[src/rtl/duty_slew_pkg.sv]
// duty_slew_pkg: shared types and constants for the duty slew controller.
//   state_e        FSM state encoding (2 bits)
//   MODE_960HZ/MODE_SERVO  mode select values driven on sel_o
//   SERVO_MAX_DEF  default duty ceiling while in servo mode
package duty_slew_pkg;

    typedef enum logic [1:0] {
        IDLE   = 2'd0,
        RAMP   = 2'd1,
        DRAIN  = 2'd2,
        SWITCH = 2'd3
    } state_e;

    localparam logic MODE_960HZ = 1'b0;
    localparam logic MODE_SERVO = 1'b1;

    localparam int SERVO_MAX_DEF = 15;

endpackage

[src/rtl/duty_slew_ctrl_sync_stable.sv]
// sync_stable: 2-flop synchroniser followed by a stability filter.
//   clk, rst_n  clock, synchronous active-low reset
//   d_i         raw asynchronous input, W bits
//   q_o         accepted value; updates only after STABLE_CYC identical
//               synchronised samples (2 + STABLE_CYC cycles after d_i settles)
module sync_stable #(
    parameter int W          = 1,
    parameter int STABLE_CYC = 16
) (
    input  logic         clk,
    input  logic         rst_n,
    input  logic [W-1:0] d_i,
    output logic [W-1:0] q_o
);

    localparam int CW = $clog2(STABLE_CYC + 1);
    // STABLE_CYC identical samples means STABLE_CYC-1 back-to-back matches.
    localparam logic [CW-1:0] HIT = CW'(STABLE_CYC - 1);

    logic [W-1:0]  s1, s2, prev;
    logic [CW-1:0] cnt, cnt_n;

    always_comb begin
        cnt_n = cnt;
        if (s2 != prev)
            cnt_n = '0;
        else if (cnt != HIT)
            cnt_n = cnt + CW'(1);
    end

    always_ff @(posedge clk) begin
        if (!rst_n) begin
            s1   <= '0;
            s2   <= '0;
            prev <= '0;
            cnt  <= '0;
            q_o  <= '0;
        end else begin
            s1   <= d_i;
            s2   <= s1;
            prev <= s2;
            cnt  <= cnt_n;
            if (cnt_n == HIT)
                q_o <= s2;
        end
    end

endmodule

[src/rtl/duty_slew_ctrl.sv]
// duty_slew_ctrl: setpoint stage ahead of the PWM generator.
//   clk, rst_n     clock, synchronous active-low reset
//   ena            block enable; low freezes FSM/counters/outputs
//   target_i       raw requested duty code (async)
//   sel_req_i      raw mode request, 0 = 960 Hz, 1 = 50 Hz servo (async)
//   period_tick_i  one-cycle pulse per PWM period
//   duty_o, sel_o  applied duty code and mode to the PWM stage
//   busy_o         high whenever the FSM is not IDLE
//   done_o         one-cycle pulse when duty_o reaches the accepted target
// Duty is slewed by STEP once every RATE_DIV PWM periods; any mode change
// first drains duty to zero so the new mode never starts on a large pulse.
module duty_slew_ctrl
    import duty_slew_pkg::*;
#(
    parameter int WIDTH      = 7,
    parameter int STEP       = 1,
    parameter int RATE_DIV   = 4,
    parameter int STABLE_CYC = 16,
    parameter int SERVO_MAX  = SERVO_MAX_DEF
) (
    input  logic             clk,
    input  logic             rst_n,
    input  logic             ena,
    input  logic [WIDTH-1:0] target_i,
    input  logic             sel_req_i,
    input  logic             period_tick_i,
    output logic [WIDTH-1:0] duty_o,
    output logic             sel_o,
    output logic             busy_o,
    output logic             done_o
);

    localparam logic [WIDTH:0]   STEP_W    = (WIDTH + 1)'(STEP);
    localparam logic [WIDTH-1:0] SMAX      = WIDTH'(SERVO_MAX);
    localparam logic [7:0]       RATE_LAST = 8'(RATE_DIV - 1);

    logic [WIDTH-1:0] tgt_acc, eff_tgt, duty_q, duty_n;
    logic             mode_acc, sel_q, sel_n, done_q, done_n;
    logic [7:0]       rate_cnt, rate_n;
    logic             run, slew_evt, clr_rate;
    state_e           state, state_n;

    sync_stable #(.W(WIDTH), .STABLE_CYC(STABLE_CYC)) u_sync_tgt (
        .clk (clk), .rst_n (rst_n), .d_i (target_i), .q_o (tgt_acc)
    );

    sync_stable #(.W(1), .STABLE_CYC(STABLE_CYC)) u_sync_sel (
        .clk (clk), .rst_n (rst_n), .d_i (sel_req_i), .q_o (mode_acc)
    );

    // One bounded step toward goal; the extra bit keeps the distance
    // comparison free of wrap, and a short distance lands exactly on goal.
    function automatic logic [WIDTH-1:0] slew_to(input logic [WIDTH-1:0] cur,
                                                 input logic [WIDTH-1:0] goal);
        logic [WIDTH:0] c, g, r;
        c = {1'b0, cur};
        g = {1'b0, goal};
        r = g;
        if (g > c) begin
            if (g - c > STEP_W) r = c + STEP_W;
        end else if (c - g > STEP_W) begin
            r = c - STEP_W;
        end
        return r[WIDTH-1:0];
    endfunction

    // Clamp follows the accepted mode, so a pending servo request already
    // limits the goal the ramp after SWITCH heads for.
    assign eff_tgt  = (mode_acc == MODE_SERVO && tgt_acc > SMAX) ? SMAX : tgt_acc;
    assign run      = (state == RAMP) || (state == DRAIN);
    assign slew_evt = run && period_tick_i && (rate_cnt == RATE_LAST);

    always_comb begin
        state_n  = state;
        duty_n   = duty_q;
        sel_n    = sel_q;
        done_n   = 1'b0;
        clr_rate = 1'b0;
        case (state)
            IDLE: begin
                if (mode_acc != sel_q) begin
                    state_n  = DRAIN;
                    clr_rate = 1'b1;
                end else if (eff_tgt != duty_q) begin
                    state_n  = RAMP;
                    clr_rate = 1'b1;
                end
            end
            RAMP: begin
                // Mode request wins over any target movement.
                if (mode_acc != sel_q) begin
                    state_n  = DRAIN;
                    clr_rate = 1'b1;
                end else if (duty_q == eff_tgt) begin
                    state_n = IDLE;
                    done_n  = 1'b1;
                end else if (slew_evt) begin
                    duty_n = slew_to(duty_q, eff_tgt);
                end
            end
            DRAIN: begin
                if (duty_q == '0)
                    state_n = SWITCH;
                else if (slew_evt)
                    duty_n = slew_to(duty_q, '0);
            end
            SWITCH: begin
                // duty_q is zero here; a reverted request leaves sel unchanged.
                sel_n    = mode_acc;
                state_n  = RAMP;
                clr_rate = 1'b1;
            end
            default: state_n = IDLE;
        endcase
    end

    always_comb begin
        rate_n = rate_cnt;
        if (clr_rate || !run)
            rate_n = '0;
        else if (period_tick_i)
            rate_n = slew_evt ? 8'd0 : rate_cnt + 8'd1;
    end

    always_ff @(posedge clk) begin
        if (!rst_n) begin
            state    <= IDLE;
            duty_q   <= '0;
            sel_q    <= MODE_960HZ;
            done_q   <= 1'b0;
            rate_cnt <= '0;
        end else if (ena) begin
            state    <= state_n;
            duty_q   <= duty_n;
            sel_q    <= sel_n;
            done_q   <= done_n;
            rate_cnt <= rate_n;
        end else begin
            done_q   <= 1'b0;
        end
    end

    assign duty_o = duty_q;
    assign sel_o  = sel_q;
    assign busy_o = (state != IDLE);
    assign done_o = done_q & ena;

endmodule

[config.mk]
export PLATFORM = sky130hd
export DESIGN_NAME = duty_slew_ctrl
export DESIGN_NICKNAME = d
export VERILOG_FILES = /design/src/rtl/duty_slew_pkg.sv /design/src/rtl/duty_slew_ctrl_sync_stable.sv /design/src/rtl/duty_slew_ctrl.sv
export SDC_FILE = /design/constraint.sdc
export NUM_CORES = 1
export LEC_CHECK = 0
export CAP_MARGIN = 40
export CORE_MARGIN = 4
export CORE_UTILIZATION = 45
export DETAILED_ROUTE_END_ITERATION = 12
export GPL_ROUTABILITY_DRIVEN = 0
export PLACE_DENSITY = 0.7
export SLEW_MARGIN = 20
export SYNTH_ARGS = -nofsm -noshare
export SYNTH_HDL_FRONTEND = slang
export SYNTH_SLANG_ARGS = --single-unit
export TNS_END_PERCENT = 1
[constraint.sdc]
create_clock -name clk -period 7 [get_ports clk]
set_clock_uncertainty 0.2 [all_clocks]
set_input_delay 0.7 -clock clk [delete_from_list [all_inputs] [get_ports clk]]
set_output_delay 0.7 -clock clk [all_outputs]
set_load 0.01 [all_outputs]
# == After elaboration in Yosys (flattened, before gate mapping) ==
# Cells that the tools add are included.
# W data, S select, Z words.
# classes
n_addsub,7
order_cmp,5
n_eq_ne,21
muxes,29
bitwise_logic,4
reduce_logical,16
# op_table
cell,count
$mux W7,10
$mux W8,3
$mux W5,4
$gt A8 B1 Y1 const B,2
$sub A7 B7 Y8,2
$ne A7 B7 Y1,2
$pmux W7 S2,1
$add A5 B1 Y5 const B,2
$eq A5 B4 Y1 const B,2
$mux W2,5
$ne A2 B2 Y1 const B,5
$ne A5 B4 Y1 const B,2
$add A8 B1 Y8 const B,1
$eq A8 B2 Y1 const B,1
$pmux W2 S4,1
$add A7 B1 Y7 const B,1
$eq A7 B7 Y1,1
$gt A7 B1 Y1 const B,1
$gt A7 B4 Y1 const B,1
$gt A7 B7 Y1,1
$logic_not A7 Y1,1
$reduce_and A7 Y1,1
$sub A7 B1 Y7 const B,1
$reduce_bool A2 Y1,3
17 further kinds,28
# totals
reg_bits,61
in_bits,12
out_inout_bits,10
wordCells,97

# == Depth between registers and ports, before layout ==
# Gate-level depths: netlist of the first run.
# depth
word_depth,11
mapped_depth,14
depth_no_buf,11

# == Hierarchy ==
# A second synthesis of the first run with hierarchy kept.
# unflattened
hier_cells,445
area_unflattened_um2,3758.6
# by_module_without_submodules
mod,instances,cells_per_inst,area_each_um2,seq_area_each_um2
duty_slew_ctrl,1,294,2235.9,380.4
sync_stable at u_sync_tgt,1,114,1158.6,660.6
sync_stable at u_sync_sel,1,37,364.1,180.2

# == Worst setup path after synthesis of the first run ==
# OpenSTA, ideal clock, no wires.
# synth_path
path_type,reg2reg
startpoint,register u_sync_tgt.q_o[4]
endpoint,register duty_q[0] (netlist: duty_o[0])
setup_time_ns,0.076
arrival_ns,3.268
required_ns,6.724
setup_slack_ns,3.456
stages_incl_launch_ff,12
n_path_buf,0
period_less_slack_ns,3.544
cell_sequence,dfxtp_1 o31a_1 nor2_1 inv_1 fa_1 and3_4 or4_4 a2111oi_4 o211ai_2 o32a_2 or4_1 a31oi_1
# synth_via
elab_chain_cells,11
word_cells_on_any_way,18
classes_between,add/sub (2); order compare (4); eq/ne (2); mux (8); reduce/logical (2)
# synth_rtl
item,line_no,source
"start, declared",duty_slew_ctrl_sync_stable.sv:13,output logic [W-1:0] q_o
"start signal, assigned",duty_slew_ctrl_sync_stable.sv:37,q_o <= '0;
"start signal, assigned",duty_slew_ctrl_sync_stable.sv:44,q_o <= s2;
$gt A7 B4 Y1,duty_slew_ctrl.sv:69,assign eff_tgt = (mode_acc == MODE_SERVO && tgt_acc > SMAX) ? SMAX : tgt_acc;
$logic_and A1 B1 Y1,duty_slew_ctrl.sv:69,
$mux W7 *,duty_slew_ctrl.sv:69,
$sub A7 B7 Y8 (on tied branches),"duty_slew_ctrl.sv:61, duty_slew_ctrl.sv:60",
$gt A8 B1 Y1 (on tied branches),"duty_slew_ctrl.sv:61, duty_slew_ctrl.sv:60",
$mux W7 (on tied branches),"duty_slew_ctrl.sv:61, duty_slew_ctrl.sv:60",
$mux W7,duty_slew_ctrl.sv:59,if (g > c) begin
$mux W7,duty_slew_ctrl.sv:97,end else if (slew_evt) begin
$mux W7,duty_slew_ctrl.sv:94,end else if (duty_q == eff_tgt) begin
$mux W7,duty_slew_ctrl.sv:91,if (mode_acc != sel_q) begin
$pmux W7 S2,duty_slew_ctrl.sv:79,case (state)
"end signal, assigned",duty_slew_ctrl.sv:134,duty_q <= duty_n;
"end, declared",duty_slew_ctrl.sv:37,"logic [WIDTH-1:0] tgt_acc, eff_tgt, duty_q, duty_n;"
# Mark *: on every way between the ends. The rest lies on a longest branch, timed or not. The select of a mux whose other input is x is not followed.
# A chain may end at the register's enable or synchronous reset.

# == Worst setup path in the final report of the first run ==
# Same ends and word-level chain as after synthesis.

==> impl_metrics.tcl, run 1 <==
set metrics [dict create \
    status "finished clean" \
    root_buffer "clkbuf_8" \
    fill_cells 782 \
    remaining_drc_errors 0 \
    cts.htree.levels 3 \
    die_area_um2 9700 \
    clock.fmax_mhz 257 \
    routed_wl_mm 8.17 \
    rsz0062_at_grt "no" \
    rrSetupSlack_ns 3.11 \
    n_antenna_cell 0 \
    yosys_register_bits 61 \
    grt_max_degree 27 \
    vias_per_cell 5.60 \
    cts_hold_buf 0 \
    dr.pass1.iters 4 \
    cts_buffers 9 \
    synth_edf_count 0 \
    core_area_um2 7850 \
    yosysSeqAreaShare 0.332 \
    maxSlewViolCount 0 \
    grt-ovfl-total 0 \
    r2r_cells 11 \
    synthFlopType "dfxtp_1" \
    clockBufferDepth 2 \
    worstHoldStart "u_sync_tgt.s1[6]" \
    synthMostInstantiatedCell "dfxtp_1" \
    setup-violations-final 0 \
    synth_top_area_frac 0.332 \
    cp.required_ns 7.07 \
    area_delta_synth_final_pct 12.0 \
    syn_area_per_cell_um2 8.47 \
    wire_per_inst_um 14.6 \
    power_density_nw_per_um2 289 \
    start_kind "flip-flop" \
    slew_headroom 0.483 \
    synthTopCellsByArea "dfxtp_1, ha_1, and2_1" \
    fin_nets 487 \
    post-cts-setup-buffers 0 \
    place.port_buffers 21 \
    cp_max_fo 7 \
    layout-drive-gt1-share 0.0611 \
    grtUsageTotal 0.179 \
    finalHoldViolations 0 \
    cts_resized 0 \
    ir_drop_mv 0.125 \
    cp_data_arrival_time_ns 3.96 \
    fp.dieH_um 98.5 \
    r2r-end "duty_o[0]" \
    syn-num-nets 469 \
    netlist_area_um2 3680 \
    post-place-ws_ns 3.17 \
    initial_core_util 0.469 \
    hold_class "reg -> reg" \
    synth_top_area_cell "dfxtp_1" \
    p_leak_nw 1.72 \
    ant_nets 0 \
    drt_iter0_drc 178 \
    cts_tree "done" \
    grt_pass1_vias 3003 \
    dp_hpwl_mm 6.02 \
    rows 32 \
    synth_common_cells "dfxtp_1, nor2_1, and2_1" \
    synth_async_sr_flop_share 0 \
    path_clk_slew_ns 0.07 \
    period_needed_ns 3.89 \
    worst_slack_ns 3.11 \
    period_share 0.556 \
    maxCapViolations 0 \
    clk_latency_ns 0.34 \
    grt_first_pass_wirelength_mm 14.1 \
    clock-sinks 61 \
    tightest_slew_ns 0.776 \
    whs_endpoint "u_sync_tgt.s2[6]" \
    worstHoldPathCells 1 \
    r2r_start "u_sync_tgt.q_o[4]" \
    synthCells 435 \
    vias 3136 \
    ios 22 \
    antenna_found_initial 0 \
    end_kind "flip-flop" \
    fin_tns_setup_ns 0 \
    critical_path_class "reg -> reg" \
    die_w_um 98.5 \
    ys_types 64 \
    ys_warn_count 0 \
]
==> critical path, stage by stage, from the launching register on <==
cell and delay [ns]:
dfxtp_1 0.36, o31a_1 0.39, nor2_1 0.22, inv_1 0.14
fa_1 0.45, and3_4 0.18, or4_4 0.52, a2111oi_4 0.33
o211ai_2 0.20, o32a_2 0.30, or4_1 0.41, a31oi_1 0.13
==> layout make-up <==
cell class	instances	area [um2]	share of cell area
Tap cell	102	128	0.0309
Multi-Input combinational cell	333	2290	0.556
Timing Repair Buffer	23	223	0.0540
Clock inverter	6	40.0	0.00970
Sequential cell	61	1220	0.296
Clock buffer	10	128	0.0309
Inverter	25	93.8	0.0227
==> worst max path at each step <==
stage | start | endpoint | cells after the start
3_3_place_gp | u_sync_tgt.q_o[4] | duty_o[0] | 11
5_1_grt | u_sync_tgt.q_o[4] | duty_o[0] | 11
3_5_place_dp | u_sync_tgt.q_o[4] | duty_o[0] | 11
6_report | u_sync_tgt.q_o[4] | duty_o[0] | 11
2_1_floorplan | u_sync_tgt.q_o[4] | duty_o[0] | 11
4_1_cts | u_sync_tgt.q_o[4] | duty_o[0] | 11
==> flip-flops by register name (all words and copies together), names as in the netlist, 2 cells and up <==
name	count
rate_cnt	8
duty_o	7
u_sync_tgt.prev	7
u_sync_tgt.q_o	7
u_sync_tgt.s1	7
u_sync_tgt.s2	7
u_sync_sel.cnt	5
u_sync_tgt.cnt	5
state	2
==> routing by layer <==
layer / GRT usage / part of all wire
met5: 0 / 0
met4: 0.0756 / 0.022
met3: 0.0495 / 0.057
met2: 0.290 / 0.47
met1: 0.223 / 0.45
==> report_power, final <==
group | leakage (nW) | switching (mW) | internal [mW]
clock | 0.0860 | 0.145 | 0.128
combinational | 1.14 | 0.293 | 0.240
sequential | 0.497 | 0.0251 | 0.364
total | 1.72 | 0.463 | 0.731
==> stage by stage <==
stage               power (mW)  std cells  hold slack, ns   util  instance area, um2
finish                    1.19        560           0.223  0.526                4130
global route              1.27        560           0.241  0.526                4130
CTS                       1.19        560           0.223  0.526                4130
detailed placement       0.916        544           0.220  0.504                3960
global placement         0.905        543           0.214  0.504                3950
floorplan                0.799        435           0.212      -                3680
==> cells in the final DEF (no fill, tap or decap), drive strengths merged, types with 4 or more instances in the layout <==
cell,count
nand2b,9
nand3,17
and3,7
o211ai,6
a21oi,18
nor2b,4
dfxtp,61
clkinv,6
clkbuf,10
mux2i,9
or3,6
nor3,10
a21boi,5
nor2,39
a211o,4
nand2,22
o221ai,7
clkdlybuf4s50,21
a31oi,6
o21ai,24
nand4,6
xor2,16
xnor2,18
ha,21
and2,32
inv,24
==> kinds of logic after synthesis <==
kind of cell               after synthesis  share of synthesized area
DFF                                     61                      0.332
and+or+nand+nor                        171                      0.251
buffers and inverters                   41                     0.0459
AOI/OAI and AO/OA                       96                      0.186
adders and majority gates               22                     0.0768
xor gates and xnor gates                34                     0.0808
muxes                                   10                     0.0275
Note: power is estimated with default switching activity, not from simulation.
==> run 2, diff against run 1 <==
clock period = 3.8 ns   (was 7 ns; I/O delays follow)
==> impl_metrics.tcl, run 2 (same netlist as run 1, synthesis figures left out) <==
set metrics [dict create \
    largest_reg_flops 8 \
    layout-drive-gt1-share 0.0911 \
    p_clk_frac 0.231 \
    clock.fmax_mhz 273 \
    clock-sinks 61 \
    ant_nets 0 \
    fin_hold_ws_ns 0.234 \
    cp.required_ns 3.86 \
    worst_slack_ns 0.137 \
    grtUsageTotal 0.177 \
    tightest_slew_ns 0.634 \
    fin_nets 501 \
    sw_frac_of_total 0.370 \
    grtUsageMet3 0.0418 \
    area_delta_synth_final_pct 15.4 \
    clockBufferDepth 2 \
    p_int_mw 1.44 \
    hold_class "reg -> reg" \
    worstHoldPathCells 1 \
    grt-ovfl-total 0 \
    power.total_mw 2.28 \
    r2r_start "u_sync_tgt.q_o[6]" \
    wire_per_inst_um 14.3 \
    top_usage_layer "met2" \
    dp_cells 556 \
    grt_util_met1 0.231 \
    dp_hpwl_mm 6.15 \
    n_antenna_cell 0 \
    cts_buffers 9 \
    vias 3244 \
    period_needed_ns 3.66 \
    cp_max_fo 5 \
    die_area_um2 9700 \
    worstHoldStart "u_sync_tgt.s1[0]" \
    grtUsageMet2 0.280 \
    cts_tree "done" \
    placed_cell_area_um2 4050 \
    fin_cells 574 \
    critical_path_class "reg -> reg" \
    r2r_cells 11 \
    cts.htree.levels 3 \
    dr.pass1.iters 5 \
    fin_tns_setup_ns 0 \
    r2r-end "duty_o[0]" \
    rsz0062_at_grt "no" \
    finalHoldViolations 0 \
    layout_commonest_cell "dfxtp_1" \
    drt_iter0_drc 176 \
    maxSlewViolCount 0 \
    die_w_um 98.5 \
    path_clk_slew_ns 0.08 \
    vias_per_cell 5.65 \
    end_kind "flip-flop" \
    initial_core_util 0.469 \
    switchingPower_mw 0.844 \
    power_frac_comb 0.464 \
    core_area_um2 7850 \
    root_buffer "clkbuf_8" \
    place.port_buffers 21 \
    routed_wl_mm 8.22 \
    ios 22 \
    rrSetupSlack_ns 0.14 \
    setup-violations-final 0 \
    cp_data_arrival_time_ns 3.73 \
    remaining_drc_errors 0 \
    antenna_found_initial 0 \
    grt_pass1_vias 3019 \
    final_core_util 0.542 \
    maxCapViolations 0 \
    post-place-ws_ns 0.0625 \
    power_frac_seq 0.305 \
    grt_max_degree 24 \
    power_density_nw_per_um2 537 \
    fin_area_um2 4250 \
    status "finished clean" \
    p_leak_nw 1.79 \
    whs_endpoint "u_sync_tgt.s2[0]" \
    rows 32 \
    fill_cells 747 \
    start_kind "flip-flop" \
    mostFrequentLayoutCells "dfxtp_1, nor2_1, and2_1, inv_1, o21ai_0" \
    slew_headroom 0.576 \
    clk_latency_ns 0.34 \
    top_register "rate_cnt" \
    grt_first_pass_wirelength_mm 14.1 \
    ir_drop_mv 0.320 \
    fp.dieH_um 98.5 \
    period_share 0.964 \
    cts_hold_buf 0 \
]
## run 2: cell types whose count changed in the layout (fill, tap and decap cells not counted), sizes merged
cell | before | now
buf | 2 | 16
clkinvlp | 1 | 2
clkinv | 6 | 2
clkbuf | 10 | 13
## run 2: how the worst max path moves through the flow
stage	start	depth (start not counted)	slack (ns)	end
2_1_floorplan	u_sync_tgt.q_o[4]	11	0.26	duty_o[0]
3_5_place_dp	u_sync_tgt.q_o[4]	11	0.06	duty_o[0]
6_report	u_sync_tgt.q_o[6]	11	0.14	duty_o[0]
4_1_cts	u_sync_tgt.q_o[4]	11	0.06	duty_o[0]
5_1_grt	u_sync_tgt.q_o[6]	12	0.005	duty_o[4]
3_3_place_gp	u_sync_tgt.q_o[4]	11	0.13	duty_o[0]
## run 2: worst max-delay path, cell delays in order (launching register included)
cell and delay (ns):
dfxtp_1 0.35, o31a_1 0.38, nor2_2 0.15, inv_1 0.11, fa_1 0.45, and3_4 0.18, or4_4 0.52, a2111oi_4 0.31
o211ai_2 0.19, o32a_2 0.23, or4_1 0.39, a31oi_1 0.13
## run 2: power by group through the flow
stage	Clock (mW)	Combinational [mW]	Sequential [mW]
2_1_floorplan	0	0.754	0.718
3_3_place_gp	0	1.03	0.709
3_5_place_dp	0	1.04	0.710
4_1_cts	0.540	1.05	0.695
5_1_grt	0.579	1.16	0.700
6_report	0.527	1.06	0.695
## run 2: cell type report
class,instances,area [um2],share of cell area
Clock buffer,13,159,0.0374
Clock inverter,3,20.0,0.00471
Inverter,25,93.8,0.0221
Multi-Input combinational cell,333,2300,0.541
Sequential cell,61,1220,0.287
Tap cell,102,128,0.0300
Timing Repair Buffer,37,330,0.0777
## run 2: routing by layer
metal | up-vias | wire length [um]
met1 | 1510 | 3720
met2 | 100 | 3700
met3 | 21 | 539
met4 | 0 | 265
li1 | 1613 | -
met5 | - | 0
## run 2: repair_timing
| item | 4_1_cts | 5_1_grt |
|---|---|---|
| setup endpoints to repair | 0 | 6 |
| setup buffers | 0 | 2 |
| gates resized for setup | 0 | 2 |
